## src/rtl/pipeline_ctrl.sv

```systemverilog
// Stall/flush/halt sequencer for the five-stage pipeline: stage-register enables,
// flushes, memory request gating, hit latches and a saturating stall counter.
module pipeline_ctrl #(
    parameter int CNT_W = 16
) (
    input  logic             CLK,
    input  logic             nRST,
    input  logic             ihit,
    input  logic             dhit,
    input  logic             mem_dreq,
    input  logic             mem_halt,
    input  logic             mem_redirect,
    input  logic             ex_load,
    input  logic [4:0]       ex_wsel,
    input  logic [4:0]       id_rs,
    input  logic [4:0]       id_rt,
    input  logic             id_uses_rt,
    output logic             pc_en,
    output logic             if_id_en,
    output logic             id_ex_en,
    output logic             ex_mem_en,
    output logic             wb_en,
    output logic             if_id_flush,
    output logic             id_ex_flush,
    output logic             ex_mem_flush,
    output logic             imem_ren,
    output logic             dmem_req,
    output logic             halt,
    output logic [CNT_W-1:0] stall_cnt
);

    typedef enum logic {
        RUN    = 1'b0,
        HALTED = 1'b1
    } state_t;

    state_t            state_reg, state_next;
    logic              i_done_reg, i_done_next;
    logic              d_done_reg, d_done_next;
    logic [CNT_W-1:0]  stall_cnt_reg, stall_cnt_next;

    logic run;
    logic i_ok;
    logic d_ok;
    logic advance;
    logic load_use;

    always_ff @(posedge CLK or negedge nRST) begin
        if (!nRST) begin
            state_reg     <= RUN;
            i_done_reg    <= 1'b0;
            d_done_reg    <= 1'b0;
            stall_cnt_reg <= '0;
        end else begin
            state_reg     <= state_next;
            i_done_reg    <= i_done_next;
            d_done_reg    <= d_done_next;
            stall_cnt_reg <= stall_cnt_next;
        end
    end

    assign run      = (state_reg == RUN);
    assign i_ok     = ihit | i_done_reg;
    assign d_ok     = !mem_dreq | dhit | d_done_reg;
    assign advance  = i_ok & d_ok & run;
    assign load_use = ex_load & (ex_wsel != 5'd0) &
                      ((ex_wsel == id_rs) | (id_uses_rt & (ex_wsel == id_rt)));

    always_comb begin
        state_next     = state_reg;
        i_done_next    = i_done_reg;
        d_done_next    = d_done_reg;
        stall_cnt_next = stall_cnt_reg;
        pc_en          = 1'b0;
        if_id_en       = 1'b0;
        id_ex_en       = 1'b0;
        ex_mem_en      = 1'b0;
        wb_en          = 1'b0;
        if_id_flush    = 1'b0;
        id_ex_flush    = 1'b0;
        ex_mem_flush   = 1'b0;
        imem_ren       = 1'b0;
        dmem_req       = 1'b0;

        case (state_reg)
            RUN: begin
                imem_ren = !i_done_reg;
                dmem_req = mem_dreq & !d_done_reg;

                if (!advance) begin
                    // Remember hits so a skewed partner hit still advances exactly once.
                    i_done_next = i_done_reg | ihit;
                    d_done_next = d_done_reg | (dhit & mem_dreq);
                    if (stall_cnt_reg != {CNT_W{1'b1}})
                        stall_cnt_next = stall_cnt_reg + CNT_W'(1);
                end else begin
                    i_done_next = 1'b0;
                    d_done_next = 1'b0;
                    if (mem_halt)
                        state_next = HALTED;

                    if (mem_redirect) begin
                        pc_en        = 1'b1;
                        if_id_en     = 1'b1;
                        id_ex_en     = 1'b1;
                        ex_mem_en    = 1'b1;
                        wb_en        = 1'b1;
                        if_id_flush  = 1'b1;
                        id_ex_flush  = 1'b1;
                        ex_mem_flush = 1'b1;
                    end else if (load_use) begin
                        // Hold PC and IF/ID, inject a bubble into EX, let older work drain.
                        id_ex_flush = 1'b1;
                        ex_mem_en   = 1'b1;
                        wb_en       = 1'b1;
                    end else begin
                        pc_en     = 1'b1;
                        if_id_en  = 1'b1;
                        id_ex_en  = 1'b1;
                        ex_mem_en = 1'b1;
                        wb_en     = 1'b1;
                    end
                end
            end

            HALTED: begin
                i_done_next = 1'b0;
                d_done_next = 1'b0;
            end

            default: state_next = RUN;
        endcase
    end

    assign halt      = (state_reg == HALTED);
    assign stall_cnt = stall_cnt_reg;

endmodule

```

## config.mk

```make
export PLATFORM = sky130hd
export DESIGN_NAME = pipeline_ctrl
export DESIGN_NICKNAME = d
export VERILOG_FILES = /design/src/rtl/pipeline_ctrl.sv
export SDC_FILE = /design/constraint.sdc
export NUM_CORES = 1
export LEC_CHECK = 0
export ABC_AREA = 1
export BUFFER_PORTS_ARGS = -buffer_cell sky130_fd_sc_hd__clkbuf_2
export CAP_MARGIN = 10
export CELL_PAD_IN_SITES_DETAIL_PLACEMENT = 1
export CELL_PAD_IN_SITES_GLOBAL_PLACEMENT = 2
export CORE_MARGIN = 2
export CORE_UTILIZATION = 28
export CTS_BUF_LIST = sky130_fd_sc_hd__clkbuf_2
export CTS_CLUSTER_DIAMETER = 30
export DETAILED_ROUTE_END_ITERATION = 7
export PLACE_DENSITY = 0.95
export SLEW_MARGIN = 20
export SYNTH_ARGS = -nofsm -noshare
export SYNTH_HDL_FRONTEND = slang
export SYNTH_SLANG_ARGS = --single-unit
```

## constraint.sdc

```tcl
create_clock -name CLK -period 2.2 [get_ports CLK]
set_input_delay 0.22 -clock CLK [delete_from_list [all_inputs] [get_ports CLK]]
set_output_delay 0.22 -clock CLK [all_outputs]
set_load 0.1 [all_outputs]
```

======== Word-level counts from Yosys, hierarchy flattened ========
Cells that the tools add are included.
storage, ports and cells
  output and inout bits ................... 27
  input bits .............................. 24
  register bits ........................... 19
  word-level logic and storage cells ...... 49
operators by class
  bitwise logic cells ..................... 14
  mux-type cells .......................... 22
  add/sub/neg operators ................... 1
  reduce and logical (&&, ||, !) cells .... 5
  equality and inequality tests ........... 3
operator list
  operator               number
  $mux 1                 20
  $add 16x1->16 const B  1
  $ne 16x16->1 const B   1
  $eq 5x5->1             2
  $and 1x1->1            7
  $or 1x1->1             5
  $reduce_bool 5->1      1
  $pmux 1 s2             2
  $logic_not 1->1        3
  $reduce_and 3->1       1
  $not 1->1              2

======== Longest topological paths before layout ========
  depth after elaboration ................. 8
  mapped depth ............................ 10

======== Least setup slack after synthesis ========
No wires, ideal clock.
  kind .................................... register -> output
  start point ............................. register state_reg, in the netlist halt
  end point ............................... output if_id_en
  stages on the path, launching flop included .. 5
  arrival ................................. 3.749 ns
  path slack .............................. -1.769 ns
  path through ............................ dfrtp_1 -> nor2_1 -> nand2_1 -> nand2_1 -> buf_4
between the ends
  cells in the longest elaborated chain, start to end .. 4
RTL lines
  element                 RTL line  text
  from (decl)             37        state_t state_reg, state_next;
  from (signal assigned)  55        state_reg <= state_next;
  $not 1->1               n/a
  $and 1x1->1             65        assign advance = i_ok & d_ok & run;
  $mux 1                  n/a
  $mux 1 *                n/a
  to (decl)               19        output logic if_id_en,
Mark *: on every way between the ends. The rest lies on a longest branch, timed or not.

======== Worst setup path in the final report ========
  start point ............................. register d_done_reg
  end point ............................... output if_id_en
between the ends
  cells in the longest elaborated chain, start to end .. 5
RTL lines
  element                   RTL line  text
  from (decl)               39        logic d_done_reg, d_done_next;
  from (signal assigned)    57        d_done_reg <= d_done_next;
  $or 1x1->1                64        assign d_ok = !mem_dreq | dhit | d_done_reg;
  $and 1x1->1 (2 in a row)  65
  $mux 1                    90        if (!advance) begin
  $mux 1                    85        case (state_reg)
Every way passes these cells.

==> key figures <==
Outcome
  • Result of the run: finished clean

Pwr
  • Clock Power Share: 28.2%
  • Leakage power figure: 0.982 nW
  • Combinational Power Share: 11.8%
  • Post-layout power: 0.583 mW
  • Worst voltage drop across the vdd grid: 0.000238 V
  • Internal: 0.427 mW
  • Power density normalized to cell area: 334 nW/um2
  • Switching component of the power: 0.156 mW
  • Switching share of total power: 26.7%
  • Relative contribution of sequential cells to total power: 60.0%

Global routing
  • First-pass GRT wire length: 6.31 mm
  • GRT overflow: 0
  • Most used routing layer in global routing: met2
  • Maximum number of pins on one net before global-route repair: 20
  • Number of global-route vias before repair: 1400
  • Antenna violations before repair: 0
  • Global-route met3 utilization: 3.66%
  • Met2 track demand over resource: 25.2%
  • Total routing usage reported by global routing: 14.6%
  • Global-route track usage on met1: 18.8%

Yosys
  • Yosys warning count: 0
  • #FFs+latches synth: 19
  • Combinational family with the most area after synthesis: simple AND/OR/NAND/NOR gates
  • XOR/XNOR Fraction of Synth Area: 8.86%
  • Synthesized area per cell: 6.47 um2
  • Number of cells produced by synthesis: 214
  • Share of synthesized area spent on multiplexers: 0%
  • Synthesized-area fraction occupied by adder cells: 0.904%
  • Cell accounting for the most synthesized area: dfrtp_1
  • Register area share after synthesis: 34.4%
  • Post-synthesis share of cell area spent on and, or, nand and nor gates: 42.2%
  • Largest cells by area after synthesis: dfrtp_1, nand2_1, inv_1
  • Total nets after synthesis: 239
  • Area fraction in compound gates after synthesis: 1.81%
  • Top cell type's share of synthesized area: 34.4%
  • Number of distinct standard cells referenced by the synthesized netlist: 20
  • Synthesized area: 1380 um2

Timing
  • Worst relative slew slack: 63.8%
  • Worst Clk Skew: 0.0108 ns
  • Tcrit/Tclk final: 94.1%
  • Setup-violating endpoint count in the final report: 0
  • Total count of hold-check failures in the final report: 0
  • Crit path time final: 2.07 ns
  • Final Max Slew Viols: 0
  • Total negative slack for setup checks: 0 ns
  • Hold WS: 0.0764 ns
  • Unrepaired setup endpoints after global routing: true
  • Maximum clock frequency: 483 MHz
  • Actual transition at the worst max-transition pin: 0.545 ns

Die
  • Number of core rows: 25
  • Area of the core region: 4750 um2
  • Effective utilization at floorplan: 29.1%
  • Die width: 74.3 um
  • Boundary Pins: 51
  • Die ar.: 5520 um2
  • Die extent in y: 74.3 um

CTS
  • Number of buffers between clock root and the deepest sink: 2
  • Cts bufs inserted: 3
  • Later-pin clock latency in the skew report: 0.33 ns
  • Sinks on the clock net: 19
  • H-tree level count: 1
  • Clock tree root buffer cell: clkbuf_2
  • CTS tree: yes
  • Clock-pin transition on the worst setup and hold timing paths: 0.19 ns

Cells and area
  • Area growth from synthesis to layout: 26.2%
  • Count of inserted antenna diode cells: 0
  • Number of nets at the end of the flow: 289
  • Non-filler instance count after layout: 330
  • Ratio of cells with drive above 1 in the final layout: 25.9%
  • Largest register FFs: 16

Route
  • Remaining antenna violation count after routing: 0
  • Detailed-route vias per instance: 4.40
  • Iteration-0 DRC count of the detailed router: 30
  • Detail-routed net length per standard cell: 11.1 um
  • Number of remaining DRC errors: 0
  • Drt pass-1 iters: 4
  • Via Count: 1453
  • Total length of routed wires: 3.65 mm

Hold path
  • Hold/Removal Path Class: primary input to flop

Setup path
  • Kind of end point of the critical path: primary output
  • Kind of launch point of the worst setup path: flop
  • Crit-path max FO: 5
  • Data required time at the worst endpoint: 1.98 ns
  • Class of the most critical setup path: flop to primary output
  • Arrival time worst endpoint: 1.85 ns

Placed design
  • HPWL Detailed: 2.92 mm
  • Routability cong.: 0.738
  • Placed Cells incl. Taps: 325
  • Buffers added on ports: 50

Flow run
  • Max-cap check violation count: 0
-- power groups by stage --
stage               Sequential [mW]  Clock [mW]  Combinational (mW)
global route                  0.350       0.184              0.0823
detailed placement            0.356           0              0.0701
floorplan                     0.356           0              0.0301
finish                        0.350       0.164              0.0691
global placement              0.356           0              0.0682
CTS                           0.350       0.170              0.0719
-- what timing repair did --
| item | in CTS | in global routing |
|---|---|---|
| hold buffers | 1 | 0 |
| resized for setup | 0 | 4 |
| setup buffers | 0 | 0 |
| endpoints found under the setup margin | 0 | 3 |
| endpoints found under the hold margin | 19 | 0 |
-- path summary, 6_finish.rpt --
| path | start | to | cells after the start | slack, ns |
|---|---|---|---|---|
| max | d_done_reg | if_id_en | 6 | 0.13 |
| min | mem_halt | halt | 3 | 0.08 |
| max reg2reg | stall_cnt[1] | stall_cnt[15] | 8 | 0.53 |
| min reg2reg | stall_cnt[12] | stall_cnt[12] | 1 | 0.54 |
| max in group asynchronous | nRST | stall_cnt[0] | 2 | 1.48 |
| min in group asynchronous | nRST | stall_cnt[10] | 2 | 0.35 |
-- worst max-delay path, stage by stage, from the launching register on --
cell and delay, ns:
dfrtp_1 0.42, nand3b_1 0.13, nand2_1 0.12, nor2_4 0.20
nand2_1 0.15, nand2_8 0.08, buf_2 0.42
-- stage by stage --
stage	area (um2)	util, %	worst slack, ns
floorplan	1450	-	-0.0575
global placement	1710	36.1	0.499
detailed placement	1710	36.1	0.487
CTS	1740	36.7	0.0833
global route	1750	36.7	-0.00351
finish	1750	36.7	0.130
-- placed cells by master, fill, tap and decap left out --
cell,Yosys,final
inv_4,1,1
buf_2,0,2
xnor2_1,9,9
o21ai_0,3,3
nor2_1,24,23
clkbuf_2,0,51
clkinvlp_4,0,1
nand2_4,1,2
nand3_2,2,2
nand4_1,3,3
dfrtp_2,0,2
nand3b_1,2,2
nand3_1,9,9
nand2_1,96,93
nand2_2,0,1
dlygate4sd3_1,0,1
nor3b_2,0,1
inv_1,28,27
nor2_4,1,2
dfrtp_4,0,1
ha_1,1,1
a21oi_1,2,2
nand2_8,0,1
dfrtp_1,19,16
xor2_1,5,5
nor3_1,1,1
clkbuf_4,0,1
-- routing by layer --
| layer | wire [um] | share of wire, % | vias up |
|---|---|---|---|
| met3 | 209 | 5.7 | 2 |
| li1 | - | - | 738 |
| met2 | 1700 | 46 | 36 |
| met5 | 0 | 0 | - |
| met4 | 19 | 0.52 | 0 |
| met1 | 1730 | 47 | 677 |
-- kinds of logic after synthesis --
logic type,Yosys count
and+or+nand+nor,140
adders and majority gates,1
DFF,19
xor gates and xnor gates,14
buffers and inverters,35
AOI/OAI and AO/OA,5
-- synthesized netlist by cell type --
cell and instances:
nand2_1 96, inv_1 28, nor2_1 24, dfrtp_1 19, nand3_1 9, xnor2_1 9
xor2_1 5, buf_4 4, nand4_1 3, o21ai_0 3, a21oi_1 2, buf_6 2
nand3_2 2, nand3b_1 2, ha_1 1, inv_4 1, nand2_4 1, nor2_4 1
nor3_1 1, nor3b_1 1
-- layout make-up --
cell class / count / area (um2)
clock buffers: 4 / 20.0
inverters: 29 / 115
multi-input cells: 160 / 783
flip-flops and latches: 19 / 482
well taps: 67 / 83.8
repair buffers: 51 / 263
fillers: 659 / 3010
(Power assumes the default switching activity.)
